===== src/rtl/smux_pkg.sv =====
// Shared definitions for the smux sequencer: datapath widths, default round limits, FSM states.
package smux_pkg;

    localparam int DATA_W       = 136;
    localparam int CNT_W        = 4;
    localparam int LAST_CNT_DEF = 14;
    localparam int FLAG_CNT_DEF = 14;

    typedef enum logic [1:0] {
        IDLE   = 2'd0,
        LOAD   = 2'd1,
        RUN    = 2'd2,
        FINISH = 2'd3
    } seq_state_t;

endpackage


===== src/rtl/smux_seq_if.sv =====
// Bus between smux_seq and its neighbours: start/load request, smux control/return path, result.
// Optional abort input appears when SMUX_SEQ_ABORT_EN is defined.
interface smux_seq_if;
    import smux_pkg::*;

    logic              start;
    logic [DATA_W-1:0] load_data;
    logic [DATA_W-1:0] mux_data;
    logic              mux_flag;
    logic [CNT_W-1:0]  scounter;
    logic [DATA_W-1:0] state_q;
    logic              busy;
    logic              done;
    logic [DATA_W-1:0] result;
`ifdef SMUX_SEQ_ABORT_EN
    logic              abort;

    modport slave (
        input  start, load_data, mux_data, abort,
        output mux_flag, scounter, state_q, busy, done, result
    );
    modport master (
        output start, load_data, mux_data, abort,
        input  mux_flag, scounter, state_q, busy, done, result
    );
`else
    modport slave (
        input  start, load_data, mux_data,
        output mux_flag, scounter, state_q, busy, done, result
    );
    modport master (
        output start, load_data, mux_data,
        input  mux_flag, scounter, state_q, busy, done, result
    );
`endif

endinterface


===== src/rtl/smux_round_cnt.sv =====
// Saturating round counter with clear/enable and a registered ">= FLAG_CNT" flag.
module smux_round_cnt #(
    parameter int CNT_W    = 4,
    parameter int LAST_CNT = 14,
    parameter int FLAG_CNT = 14
) (
    input  logic             clk,
    input  logic             rst,
    input  logic             clr,
    input  logic             en,
    input  logic             flag_en,
    output logic [CNT_W-1:0] count,
    output logic             flag
);

    logic [CNT_W-1:0] count_next;

    always_comb begin
        count_next = count;
        if (clr) begin
            count_next = '0;
        end else if (en && (count != CNT_W'(LAST_CNT))) begin
            count_next = count + CNT_W'(1);
        end
    end

    // The flag is computed from the next count so it changes on the same edge as the counter.
    always_ff @(posedge clk) begin
        if (rst) begin
            count <= '0;
            flag  <= 1'b0;
        end else begin
            count <= count_next;
            flag  <= flag_en && (count_next >= CNT_W'(FLAG_CNT));
        end
    end

endmodule


===== src/rtl/smux_seq.sv =====
// Sequencer driving smux rounds: loads a word, captures LAST_CNT+1 smux outputs, pulses done.
// Define SMUX_SEQ_ABORT_EN to add the abort input that cancels a sequence in LOAD/RUN.
module smux_seq
    import smux_pkg::*;
#(
    parameter int LAST_CNT = LAST_CNT_DEF,
    parameter int FLAG_CNT = FLAG_CNT_DEF
) (
    input logic       clk,
    input logic       rst,
    smux_seq_if.slave bus
);

    seq_state_t        fsm_state;
    logic [DATA_W-1:0] state_q_r;
    logic [DATA_W-1:0] result_r;
    logic              busy_r;
    logic              done_r;
    logic [CNT_W-1:0]  count;
    logic              flag;

    logic abort_req;
    logic abort_hit;
    logic start_ok;
    logic last_round;
    logic cnt_clr;
    logic cnt_en;
    logic busy_next;

`ifdef SMUX_SEQ_ABORT_EN
    assign abort_req = bus.abort;
`else
    assign abort_req = 1'b0;
`endif

    // Abort only acts mid-sequence, but in IDLE it still suppresses a simultaneous start.
    always_comb begin
        abort_hit  = abort_req && ((fsm_state == LOAD) || (fsm_state == RUN));
        start_ok   = (fsm_state == IDLE) && bus.start && !abort_req;
        last_round = (fsm_state == RUN) && (count == CNT_W'(LAST_CNT));
        cnt_clr    = start_ok || abort_hit;
        cnt_en     = (fsm_state == RUN) && !abort_hit;
        busy_next  = start_ok ||
                     (((fsm_state == LOAD) || (fsm_state == RUN)) && !abort_hit && !last_round);
    end

    smux_round_cnt #(
        .CNT_W    (CNT_W),
        .LAST_CNT (LAST_CNT),
        .FLAG_CNT (FLAG_CNT)
    ) u_round_cnt (
        .clk     (clk),
        .rst     (rst),
        .clr     (cnt_clr),
        .en      (cnt_en),
        .flag_en (busy_next),
        .count   (count),
        .flag    (flag)
    );

    // result is loaded on the edge entering FINISH so it is already valid while done is high.
    always_ff @(posedge clk) begin
        if (rst) begin
            fsm_state <= IDLE;
            state_q_r <= '0;
            result_r  <= '0;
            busy_r    <= 1'b0;
            done_r    <= 1'b0;
        end else begin
            done_r <= 1'b0;
            busy_r <= busy_next;
            case (fsm_state)
                IDLE: begin
                    if (start_ok) begin
                        state_q_r <= bus.load_data;
                        fsm_state <= LOAD;
                    end
                end
                LOAD: begin
                    fsm_state <= abort_hit ? IDLE : RUN;
                end
                RUN: begin
                    if (abort_hit) begin
                        fsm_state <= IDLE;
                    end else begin
                        state_q_r <= bus.mux_data;
                        if (last_round) begin
                            result_r  <= bus.mux_data;
                            done_r    <= 1'b1;
                            fsm_state <= FINISH;
                        end
                    end
                end
                FINISH: begin
                    fsm_state <= IDLE;
                end
                default: begin
                    fsm_state <= IDLE;
                end
            endcase
        end
    end

    assign bus.mux_flag = flag;
    assign bus.scounter = count;
    assign bus.state_q  = state_q_r;
    assign bus.busy     = busy_r;
    assign bus.done     = done_r;
    assign bus.result   = result_r;

endmodule

===== src/flat_wrapper.sv =====
// flat-port wrapper written by rule: the top's interface ports become plain ports
module smux_seq_flat import smux_pkg::*;
#(
    parameter int LAST_CNT = LAST_CNT_DEF,
    parameter int FLAG_CNT = FLAG_CNT_DEF
)
  (clk, rst, bus_start, bus_load_data, bus_mux_data, bus_mux_flag, bus_scounter, bus_state_q, bus_busy, bus_done, bus_result);
  smux_seq_if bus_i ();
  input logic clk;
  input logic rst;
  input wire logic [$bits(bus_i.start)-1:0] bus_start;
  input wire logic [$bits(bus_i.load_data)-1:0] bus_load_data;
  input wire logic [$bits(bus_i.mux_data)-1:0] bus_mux_data;
  output wire logic [$bits(bus_i.mux_flag)-1:0] bus_mux_flag;
  output wire logic [$bits(bus_i.scounter)-1:0] bus_scounter;
  output wire logic [$bits(bus_i.state_q)-1:0] bus_state_q;
  output wire logic [$bits(bus_i.busy)-1:0] bus_busy;
  output wire logic [$bits(bus_i.done)-1:0] bus_done;
  output wire logic [$bits(bus_i.result)-1:0] bus_result;
  assign bus_i.start = bus_start;
  assign bus_i.load_data = bus_load_data;
  assign bus_i.mux_data = bus_mux_data;
  assign bus_mux_flag = bus_i.mux_flag;
  assign bus_scounter = bus_i.scounter;
  assign bus_state_q = bus_i.state_q;
  assign bus_busy = bus_i.busy;
  assign bus_done = bus_i.done;
  assign bus_result = bus_i.result;
  smux_seq #(.LAST_CNT(LAST_CNT), .FLAG_CNT(FLAG_CNT)) u_core (.clk(clk), .rst(rst), .bus(bus_i));
endmodule

===== config.mk =====
export PLATFORM = sky130hd
export DESIGN_NAME = smux_seq_flat
export DESIGN_NICKNAME = d
export VERILOG_FILES = /design/src/rtl/smux_pkg.sv /design/src/rtl/smux_seq_if.sv /design/src/rtl/smux_round_cnt.sv /design/src/rtl/smux_seq.sv /design/src/flat_wrapper.sv
export SDC_FILE = /design/constraint.sdc
export NUM_CORES = 1
export LEC_CHECK = 0
export CORE_AREA = 2 2 213 215
export DETAILED_ROUTE_END_ITERATION = 8
export DIE_AREA = 0 0 215 217
export PLACE_DENSITY_LB_ADDON = 0.25
export SLEW_MARGIN = 20
export SYNTH_ARGS = -nofsm -noshare
export SYNTH_HDL_FRONTEND = slang
export SYNTH_SLANG_ARGS = --single-unit

===== constraint.sdc =====
create_clock -name clk -period 3.3 [get_ports clk]
set_clock_uncertainty 0.1 [all_clocks]
set_input_delay 0.33 -clock clk [delete_from_list [all_inputs] [get_ports clk]]
set_output_delay 0.33 -clock clk [all_outputs]
set_load 0.01 [all_outputs]

### Word-level counts from Yosys, hierarchy flattened

Index checks and enable logic that the tools add are counted.

| storage, ports and cells | value |
|---|---|
| register bits after elaboration | 281 |
| bits in latches | 0 |
| bits in writable memories | 0 |
| ROM bits | 0 |
| input bits | 275 |
| output and inout port bits | 279 |
| word-level logic and storage cells | 39 |
| memories kept | 0 |

| cells by class | value |
|---|---|
| $add $sub $neg | 1 |
| multiply operators | 0 |
| divide/modulo/power cells | 0 |
| magnitude comparators | 1 |
| eq/ne operators | 7 |
| shifts and indexed selects | 0 |
| muxes and demuxes | 8 |
| bitwise logic cells | 1 |
| reductions and logical operators | 14 |

Operators by type and width:

| cell | count |
|---|---|
| case mux 136 bit (2 select lines) | 1 |
| two-way mux 136 bit | 1 |
| two-way mux 4 bit | 2 |
| case mux 2 bit (4 select lines) | 1 |
| AND reduction 2 bit | 3 |
| logical AND 1 bit | 5 |
| adder 4 x 1 -> 4 bit (second input constant) | 1 |
| equality test 2 bit (second input constant) | 2 |
| equality test 4 bit (second input constant) | 1 |
| greater-or-equal comparator 4 bit (second input constant) | 1 |
| two-way mux 2 bit | 2 |
| inequality test 2 x 1 -> 1 bit (second input constant) | 2 |
| inequality test 4 bit (second input constant) | 1 |
| equality test 2 x 1 -> 1 bit (second input constant) | 1 |
| logical NOT 2 bit | 1 |
| logical OR 1 bit | 2 |
| nonzero test 2 bit | 1 |
| OR reduction 2 bit | 1 |
| logical NOT 1 bit | 1 |
| two-way mux 1 bit | 1 |
| NOT 1 bit | 1 |

### Longest topological paths before layout

| logic depth | value |
|---|---|
| word-level depth | 6 |
| gate-level depth with buffers | 8 |
| mapped depth without buffers | 5 |

### Modules after synthesis

From an unflattened synthesis, not the netlist that was laid out.

| unflattened totals | value |
|---|---|
| cell total of the unflattened synthesis | 964 |
| area total of the unflattened synthesis | 10961.8 um2 |

By module, submodules not included:

| module | instances | cells each | area an instance (um2) | sequential area each (um2) |
|---|---|---|---|---|
| smux_seq | 1 | 939 | 10700.3 | 5525.3 |
| smux_round_cnt | 1 | 25 | 261.5 | 100.1 |

### Least setup slack after synthesis

Ideal clock, no wire load.

| timing path | value |
|---|---|
| kind | register to register |
| start | register u_core.u_round_cnt.count[1] |
| end | register u_core.result_r[46], in the netlist u_core.bus.result[46] |
| library setup time | 0.117 ns |
| data arrival time | 1.552 ns |
| data required time | 3.083 ns |
| path slack | 1.532 ns |
| cell stages (with the launch flop) | 8 |
| path buffers | 3 |
| clock period less this slack | 1.768 ns |
| cell sequence | dfxtp_1 -> ha_1 -> nand4_1 -> and2_1 -> buf_4 -> buf_6 -> buf_6 -> a22o_1 |

| between the ends | value |
|---|---|
| cells in the longest elaborated chain, start to end | 3 |

Ends and longest elaborated chain:

| element | RTL line | source |
|---|---|---|
| from (decl) | smux_round_cnt.sv:12 | `output logic [CNT_W-1:0] count,` |
| from (signal assigned) | smux_round_cnt.sv:33 | `count <= count_next;` |
| equality test 4 bit | smux_seq.sv:40 | `last_round = (fsm_state == RUN) && (count == CNT_W'(LAST_CNT));` |
| logical AND 1 bit | smux_seq.sv:40 |  |
| AND reduction 2 bit (no line) | - |  |
| to (signal assigned) | smux_seq.sv:88 | `result_r <= bus.mux_data;` |
| to (decl) | smux_seq.sv:16 | `logic [DATA_W-1:0] result_r;` |

No other way between the ends.
A chain may end at the register's enable or synchronous reset.

### Worst setup path after layout

| timing path | value |
|---|---|
| start | register u_core.fsm_state[0] |
| end | register u_core.state_q_r[50], in the netlist u_core.bus.state_q[50] |

| between the ends | value |
|---|---|
| cells in the longest elaborated chain, start to end | 4 |
| elaborated cells on any way between the ends | 7 |
| classes of those cells | eq/ne (2); mux (1); reduce/logical (4) |

Ends and longest elaborated chain:

| element | RTL line | source |
|---|---|---|
| from (decl) | smux_seq.sv:14 | `seq_state_t fsm_state;` |
| from (signal assigned) | smux_seq.sv:80 | `fsm_state <= abort_hit ? IDLE : RUN;` |
| logical NOT 2 bit | smux_seq.sv:39, smux_seq.sv:72 |  |
| logical AND 1 bit | smux_seq.sv:39 | `start_ok = (fsm_state == IDLE) && bus.start && !abort_req;` |
| inequality test 2 x 1 -> 1 bit (no line) | - |  |
| AND reduction 2 bit (no line) | - |  |
| to (signal assigned) | smux_seq.sv:75 | `state_q_r <= bus.load_data;` |
| to (signal assigned) | smux_seq.sv:86 | `state_q_r <= bus.mux_data;` |
| to (decl) | smux_seq.sv:15 | `logic [DATA_W-1:0] state_q_r;` |

Several ways; a longest one is shown, not always the timed one.

==> flow_metrics.py <==
metrics = {
    "outcome": {
        "run_status": "finished clean",
    },
    "power": {
        "p_per_area_mw_per_mm2": 682.8,
        "p_leak_nw": 6.401,
        "peakVddDrop_mv": 0.2977,
        "total_power_mw": 12.40,
    },
    "synth": {
        "synthFlopType": "dfxtp_1",
        "netlist_instances": 962,
        "synth_top_area_cell": "dfxtp_1",
        "synth_top_area_share_pct": 51.35,
        "synth-async-reset-ratio_pct": 0,
        "synth_cell_types": 33,
        "netlist_area_sq_mm": 0.01096,
        "synthTopCellsByArea": "dfxtp_1, mux2i_1, a22o_1, a211oi_2, nor2_1",
        "yosysMostFrequentCell": "dfxtp_1",
        "synthTopCellsByCount": "dfxtp_1, nor2_1, mux2i_1",
        "synth.avg_cell_area_sq_um": 11.39,
        "syn_nets": 1243,
        "synth_warnings": 0,
        "synth_edf_count": 0,
        "ys_seq_elements": 281,
        "yosysSeqAreaShare_pct": 51.35,
    },
    "timing": {
        "final.setup.tns_ps": 0,
        "fin_crit_sh_pct": 71.05,
        "tightest_slew_ps": 1015,
        "fmax_mhz": 426.5,
        "finalSetupViolations": 0,
        "setup_ws_ps": 955.5,
        "layout_min_cycle_time_ps": 2344,
        "hold_viol": 0,
        "slew_violations": 0,
        "maxSlewHeadroom_pct": 32.32,
        "rsz0062_at_grt": "no",
        "hold_ws_ps": 322.0,
    },
    "setup_path": {
        "crit_chain": "inv_1, ha_4, mux2_8, buf_12, nor2_1, a211oi_1",
        "worst-path-buf-inv": 2,
        "slowest_delay_ps": 560,
        "slowest_stage": "mux2_8",
        "worstPathMaxFanout": 66,
        "start_kind": "flip-flop",
        "path_class": "flip-flop to flip-flop",
        "rr_worst_depth": 6,
        "cp.required_ps": 3630,
        "worstSetupEndpointType": "flip-flop",
        "r2r_slack_ps": 960,
        "r2r_end": "u_core.bus.state_q[50]",
        "arrival_ps": 2680,
        "worstReg2RegStart": "u_core.fsm_state[0]",
        "cp_top_family": "multiplexers",
    },
    "place": {
        "hpwl_microns": 28370,
        "routabilityCongestion": 0.8013,
        "place_inst": 2045,
        "dpl_cell_area_sq_mm": 0.01699,
        "portBuffers": 553,
        "place_ws_ps": 930.3,
    },
    "cells_and_area": {
        "diodes": 0,
        "drive_gt1_share_pct": 10.68,
        "nNetsFinal": 1764,
        "syn_to_final_growth_pct": 65.74,
        "fin_cells": 2108,
        "final_core_util_pct": 40.62,
        "postLayoutCellArea_sq_mm": 0.01816,
    },
    "clock_network": {
        "clock_latency_ps": 520,
        "cts_tree": "done",
        "cts_buffers": 35,
        "cts.clk_slew.worst_paths_ps": 60,
        "cts_max_path_buffers": 3,
        "cts_max_level": 2,
        "cts_sinks": 281,
        "clock-root-buffer": "clkbuf_16",
        "cts_setup_buffers": 0,
    },
    "job": {
        "drv_cap": 0,
    },
    "route": {
        "drt_iter0_drc": 346,
        "vias_per_cell": 4.520,
        "routed_wl_microns": 39530,
        "dr.pass1.iters": 4,
        "routedWlPerCell_microns": 18.75,
        "ant_nets": 0,
        "drc_errors": 0,
        "via_count": 9528,
    },
    "floorplanning": {
        "rows": 78,
        "die_area_sq_mm": 0.04666,
        "start_util_pct": 24.51,
        "die_w_microns": 215,
        "core_area_sq_mm": 0.04470,
        "num_io_pins": 554,
        "die_height_microns": 217,
    },
    "grt": {
        "grt_pass1_wl_microns": 59260,
        "grt_pass1_vias": 9687,
        "grt_max_degree": 82,
        "grtUsageTotal_pct": 16.31,
        "antenna_found_initial": 0,
        "gr-total-overflow": 0,
    },
    "min_path": {
        "hold_path.class": "primary input to flip-flop",
        "hold_start": "bus_mux_data[37]",
        "hold_end": "u_core.bus.result[37]",
        "holdPathStages": 2,
    },
}
## flip-flops by register name, indices dropped and copies added, names as in the netlist
signal,cells
u_core.u_round_cnt.count,4
u_core.fsm_state,2
u_core.bus.state_q,136
u_core.bus.busy,1
u_core.bus.done,1
u_core.bus.result,136
u_core.u_round_cnt.flag,1
## worst register-to-register path: stages, from the launching register on
cell and delay (ps):
dfxtp_1 330, inv_1 140, ha_4 410, mux2_8 560
buf_12 360, nor2_1 130, a211oi_1 220
## placed cells by master (no fill, tap or decap), types with 5 or more instances in the layout
cell,n
a211oi_1,56
a211oi_2,80
a21oi_1,5
a22o_1,136
buf_12,7
buf_4,15
clkbuf_1,11
clkbuf_16,37
clkdlybuf4s50_1,552
clkinv_2,5
dfxtp_1,281
ha_1,5
mux2i_1,137
nor2_1,140
## how the worst max path moves through the flow
stage / slack (ps) / end / cells past startpoint / from
floorplan: 1530 / u_core.bus.result[46] / 7 / u_core.u_round_cnt.count[1]
global placement: 970 / u_core.bus.result[124] / 6 / u_core.fsm_state[0]
detailed placement: 930 / u_core.bus.state_q[103] / 6 / u_core.fsm_state[0]
CTS: 910 / u_core.bus.state_q[26] / 6 / u_core.fsm_state[0]
global route: 690 / u_core.bus.state_q[53] / 6 / u_core.fsm_state[0]
finish: 960 / u_core.bus.state_q[50] / 6 / u_core.fsm_state[0]
## logic make-up (layout without fill, tap and decap cells)
group	Yosys count	after routing	synth area share [%]
flip-flops	281	281	51.35
AO/OA/AOI/OAI	286	286	24.74
multiplexers	138	138	12.62
AND/OR/NAND/NOR	154	154	5.516
buffers and inverters	97	643	5.094
adder cells (fa/ha/maj)	6	6	0.6852
## per-layer routing
| metal | track usage, % | part of all wire [%] | wire length (microns) | up-vias |
|---|---|---|---|---|
| li1 | - | - | - | 4624 |
| met3 | 5.339 | 8.2 | 3225 | 75 |
| met5 | 0 | 0 | 0 | - |
| met4 | 7.517 | 3.8 | 1492 | 0 |
| met1 | 19.34 | 42 | 16610 | 4437 |
| met2 | 26.83 | 46 | 18200 | 392 |
## power breakdown
| part | internal (mW) | switching, mW |
|---|---|---|
| clock | 2.38 | 1.51 |
| combinational | 2.13 | 2.15 |
| sequential | 3.95 | 0.279 |
## timing repair
action	4_1_cts	5_1_grt
hold buffers	1	0
endpoints found under the setup margin	0	0
hold endpoints to repair	9	0
resized for setup	0	0
## final cells by class
class                      count  area [sq um]
timing repair buffer         576          5799
multi-input combinational    584          4810
fill                        4425         26540
clock buffer                  52          1022
clock inverter                10         131.4
tap                          600         750.7
sequential                   281          5625
inverter                       5         18.77
(Power assumes the default switching activity.)
==> RTL edit 1: new RTL, same settings <==
Re-encode `seq_state_t` (4 states) as one-hot, 4 bits wide.
--- a/src/rtl/smux_pkg.sv
+++ b/src/rtl/smux_pkg.sv
@@ -6,11 +6,11 @@
     localparam int LAST_CNT_DEF = 14;
     localparam int FLAG_CNT_DEF = 14;
 
-    typedef enum logic [1:0] {
-        IDLE   = 2'd0,
-        LOAD   = 2'd1,
-        RUN    = 2'd2,
-        FINISH = 2'd3
+    typedef enum logic [3:0] {
+        IDLE   = 4'b0001,
+        LOAD   = 4'b0010,
+        RUN    = 4'b0100,
+        FINISH = 4'b1000
     } seq_state_t;
 
 endpackage
Check against the original RTL: no difference found for any inputs over 4 cycles, from zero or initial values and one cycle with rst high; so few cycles prove little.
==> RTL edit 1 against the unedited design <==
  * Sequential cell count rose by 2
  * Worst setup slack got worse by 0.00061 ns
  * Area after synthesis fell by 5.3%
  * Global-route usage rose by 1.6 points
  * Final area fell by 3.3%
  * Wire length rose by 10%
  * Fmax barely moved
  * Critical endpoint is now u_core.bus.result[58]$_SDFFE_PP0P_
  * Largest cell class unchanged
  * Highest routed layer unchanged
Power is not compared: it rests on default switching activity, and its combinational part moved more than twofold at a synthesized area within 25%.
==> RTL edit 1: results (changes against the unedited design) <==
\begin{tabular}{lr}
\hline
Metric & Value \\
\hline
\multicolumn{2}{l}{\textbf{Logic synthesis}} \\
Mapped Cells & 1109 (was 962) \\
Synth top cells by count & dfxtp\_1 (283), nand2\_1 (274), nor2\_1 (144) (was dfxtp\_1 (281), nor2\_1 (141), mux2i\_1 (137)) \\
Top area cells in the synthesized netlist & dfxtp\_1 (55\%), a22o\_1 (11\%), a311oi\_1 (11\%) (was dfxtp\_1 (51\%), mux2i\_1 (13\%), a22o\_1 (11\%)) \\
Synthesized net count & 1386 (was 1243) \\
Post-synthesis sequential area ratio & 54.6\% (was 51.3\%) \\
Distinct cells, synth & 31 (was 33) \\
\multicolumn{2}{l}{\textbf{Global route}} \\
Met3 track demand over resource in global routing & 5.20\% (was 5.34\%) \\
Initial antenna violation count & 2 (was 0) \\
GR Util met2 & 28.9\% (was 26.8\%) \\
Global router's overall resource usage & 17.9\% (was 16.3\%) \\
Maximum number of pins on one net before global-route repair & 192 (was 82) \\
Met1 usage in global routing & 22.6\% (was 19.3\%) \\
\multicolumn{2}{l}{\textbf{Layout}} \\
Share of final-layout standard cells stronger than drive strength 1 & 4.72\% (was 10.7\%) \\
Final layout net count & 1883 (was 1764) \\
\multicolumn{2}{l}{\textbf{Routing}} \\
Average via count per standard cell & 4.69 (was 4.52) \\
Total detailed-routing wirelength & 43.6 mm (was 39.5 mm) \\
Met2 WL post-DR & 20.5 mm (was 18.2 mm) \\
Detailed route wirelength on metal3 & 3.18 mm (was 3.23 mm) \\
Met1 routed wirelength after detailed routing & 18.6 mm (was 16.6 mm) \\
Via count of the routed design & 10500 (was 9528) \\
Iter 0 DRT Violations & 661 (was 346) \\
\multicolumn{2}{l}{\textbf{Worst setup path}} \\
Kind of cell adding the most delay to the critical path & simple AND/OR/NAND/NOR gates (was multiplexers) \\
Slowest stage delay, CP & 0.64 ns (was 0.56 ns) \\
Master of the slowest instance on the critical path & or4b\_4 (was mux2\_8) \\
\multicolumn{2}{l}{\textbf{Timing}} \\
Tightest slew margin relative to the limit & 35.1\% (was 32.3\%) \\
\multicolumn{2}{l}{\textbf{Status}} \\
Result of the run & finished clean (unchanged) \\
\multicolumn{2}{l}{\textbf{CTS}} \\
Number of gates given a new drive strength after cts & 0 (unchanged) \\
Number of buffers created by CTS & 36 (was 35) \\
\multicolumn{2}{l}{\textbf{Placed design}} \\
Routability-driven placement congestion ratio & 0.791 (was 0.801) \\
Number of cells after detailed placement & 2168 (was 2045) \\
Placement-stage worst setup slack & 0.848 ns (was 0.930 ns) \\
\hline
\end{tabular}
RTL edit 1: changes by cell type after synthesis, sizes merged, moves of 2 or more:
cell and change:
a311oi +136, mux2i -136, nor3 +2, a211oi -136, clkbuf +38, ha -4, nand2 +273, dfxtp +2
nand2b +2, nor2 +3, buf -24, nand3 -2, inv -4
RTL edit 1: final timing paths:
kind / slack [ns] / cells after the start / endpoint / startpoint
setup / recovery: 0.95 / 4 / u_core.bus.result[58]$_SDFFE_PP0P_ / u_core.fsm_state[3]$_SDFFE_PP0P_
setup reg to reg: 0.95 / 4 / u_core.bus.result[58]$_SDFFE_PP0P_ / u_core.fsm_state[3]$_SDFFE_PP0P_
hold reg to reg: 0.37 / 2 / u_core.bus.state_q[0]$_SDFFE_PP0P_ / u_core.bus.state_q[0]$_SDFFE_PP0P_
hold / removal: 0.24 / 2 / u_core.bus.state_q[1]$_SDFFE_PP0P_ / rst
RTL edit 1: cell type report:
class / count / area (sq um)
Inverter: 1 / 3.75
Clock buffer: 57 / 1100
Multi-Input combinational cell: 719 / 4230
Timing Repair Buffer: 565 / 5710
Antenna cell: 2 / 5.00
Clock inverter: 7 / 95.1
Fill cell: 4615 / 27100
Tap cell: 600 / 751
Sequential cell: 283 / 5670
RTL edit 1: through the flow:
step	total power, mW	util, %	hold slack (ns)	instance area, sq um
6_report	8.64	39.3	0.238	17600
5_1_grt	9.00	39.3	0.244	17600
4_1_cts	8.76	39.3	0.225	17600
3_5_place_dp	4.74	36.6	0.363	16400
3_3_place_gp	4.73	36.6	0.360	16400
2_1_floorplan	4.01	-	0.356	10400
RTL edit 1: logic make-up after synthesis:
group	share of synthesized area (%)
AOI/OAI and AO/OA	23.7
xor gates and xnor gates	0.0844
adders and majority gates	0.241
buffers and inverters	4.97
DFF	54.6
muxes	0.0965
and+or+nand+nor	16.3
==> RTL edit 2: new RTL, config.mk and constraints unchanged <==
Made on the original files. Change the package constant `DATA_W` from 136 to 144.
--- a/src/rtl/smux_pkg.sv
+++ b/src/rtl/smux_pkg.sv
@@ -1,7 +1,7 @@
 // Shared definitions for the smux sequencer: datapath widths, default round limits, FSM states.
 package smux_pkg;
 
-    localparam int DATA_W       = 136;
+    localparam int DATA_W       = 144;
     localparam int CNT_W        = 4;
     localparam int LAST_CNT_DEF = 14;
     localparam int FLAG_CNT_DEF = 14;
Interface: changed (resized bus_load_data, bus_mux_data, bus_result and bus_state_q); port bits go from 554 to 586. The function was not compared with the original's and may differ.
==> RTL edit 2 against the unedited design <==
  * Global-route usage rose by 1.1 points
  * Worst setup slack got worse by 0.18 ns
  * Hold slack got worse by 0.013 ns
  * Critical endpoint is now u_core.bus.state_q[85]$_SDFFE_PP0P_
  * Final cell count rose by 4.0%
  * Final area rose by 6.8%
  * Sequential cell count rose by 16
  * Power rose by 7.9%
  * Area after synthesis rose by 7.9%
  * Wire length rose by 7.7%
==> RTL edit 2: results (changes against the unedited design) <==
\begin{tabular}{lr}
\hline
Metric & Value \\
\hline
\multicolumn{2}{l}{\textbf{Power and ir drop}} \\
Maximum vdd ir drop & 356 uV (was 298 uV) \\
Switch Pwr & 4.37 mW (was 3.93 mW) \\
P\_leak & 6.81 nW (was 6.40 nW) \\
\multicolumn{2}{l}{\textbf{Timing}} \\
Final worst slack & 0.776 ns (was 0.956 ns) \\
Slew at the pin closest to its max-slew limit & 1.09 ns (was 1.02 ns) \\
\multicolumn{2}{l}{\textbf{CTS}} \\
Number of buffers created by CTS & 36 (was 35) \\
\multicolumn{2}{l}{\textbf{Routing}} \\
Met2 WL post-DR & 20.2 mm (was 18.2 mm) \\
Average via count per standard cell & 4.67 (was 4.52) \\
Routed WL per cell & 19.4 microns (was 18.8 microns) \\
Router iterations before antenna repair & 7 (was 4) \\
Detailed route wirelength on metal3 & 3.65 mm (was 3.23 mm) \\
\multicolumn{2}{l}{\textbf{Global route}} \\
Maximum number of pins on one net before global-route repair & 146 (was 82) \\
Via count of the first global-routing pass & 10500 (was 9687) \\
Met1 usage in global routing & 20.7\% (was 19.3\%) \\
Global router's overall resource usage & 17.4\% (was 16.3\%) \\
Met3 track demand over resource in global routing & 6.02\% (was 5.34\%) \\
Global-route wire length before repair & 63.5 mm (was 59.3 mm) \\
\multicolumn{2}{l}{\textbf{Placed design}} \\
Placed inst area & 0.0182 sq mm (was 0.0170 sq mm) \\
HPWL reported at the end of detailed placement & 30.5 mm (was 28.4 mm) \\
Port Buffer Count & 585 (was 553) \\
\multicolumn{2}{l}{\textbf{Logic synthesis}} \\
Post-synthesis sequential area ratio & 50.3\% (was 51.3\%) \\
Mapped Cells & 1015 (was 962) \\
Synth top cells by count & dfxtp\_1 (297), nor2\_1 (148), mux2i\_1 (145) (was dfxtp\_1 (281), nor2\_1 (141), mux2i\_1 (137)) \\
Post-synthesis adder-cell area fraction & 0.635\% (was 0.685\%) \\
Multiplexer share of the synthesized area & 12.4\% (was 12.6\%) \\
\multicolumn{2}{l}{\textbf{Worst setup path}} \\
Slowest stage delay, CP & 0.67 ns (was 0.56 ns) \\
Worst Path Max Fanout & 78 (was 66) \\
Flop-to-flop setup slack & 0.78 ns (was 0.96 ns) \\
\multicolumn{2}{l}{\textbf{Layout}} \\
Non-filler cells, final & 2193 (was 2108) \\
Final layout net count & 1862 (was 1764) \\
\multicolumn{2}{l}{\textbf{Hold path}} \\
Hold\_sp & bus\_mux\_data[12] (was bus\_mux\_data[37]) \\
\multicolumn{2}{l}{\textbf{Status}} \\
Result of the run & finished clean (unchanged) \\
\hline
\end{tabular}
[RTL edit 2: cell types whose count changed after synthesis, moves of 4 or more]
cell,delta
clkbuf_1,+8
clkbuf_4,-4
mux2i_1,+8
a22o_1,+8
nor2_1,+7
buf_6,+9
dfxtp_1,+16
a211oi_2,+50
buf_2,-8
a211oi_1,-42
[RTL edit 2: worst paths after layout]
check                                                      endpoint  cells past startpoint
worst max-delay path            u_core.bus.state_q[85]$_SDFFE_PP0P_                      6
worst min-delay path             u_core.bus.result[12]$_SDFFE_PP0P_                      2
worst max register to register  u_core.bus.state_q[85]$_SDFFE_PP0P_                      6
worst min register to register   u_core.bus.result[65]$_SDFFE_PP0P_                      1
[RTL edit 2: worst max-delay path: cells and delay by family (launching register included)]
kind                     cells  cell delay [ns]
AO/OA/AOI/OAI                1             0.21
multiplexers                 1             0.67
adder cells (fa/ha/maj)      1             0.51
AND/OR/NAND/NOR              1             0.08
flip-flops                   1             0.33
buffers and inverters        2             0.47
[RTL edit 2: cell type report]
class                      instances  area, sq um
inverter                           5         18.8
fill                            4286        25300
timing repair buffer             609         6150
multi-input combinational        616         5300
clock buffer                      52         1080
tap                              600          751
sequential                       297         5950
clock inverter                    14          141
[RTL edit 2: power by group through the flow]
stage | logic, mW | clock network [mW] | registers (mW)
2_1_floorplan | 2.51 | 0 | 4.80
3_3_place_gp | 4.83 | 0 | 4.54
3_5_place_dp | 4.88 | 0 | 4.56
4_1_cts | 4.90 | 4.20 | 4.50
5_1_grt | 5.18 | 4.33 | 4.56
6_report | 4.82 | 4.07 | 4.49
[RTL edit 2: timing repair]
action / CTS / global route
hold buffers: 1 / 0
hold endpoints to repair: 2 / 0
buffers inserted: 0 / 0
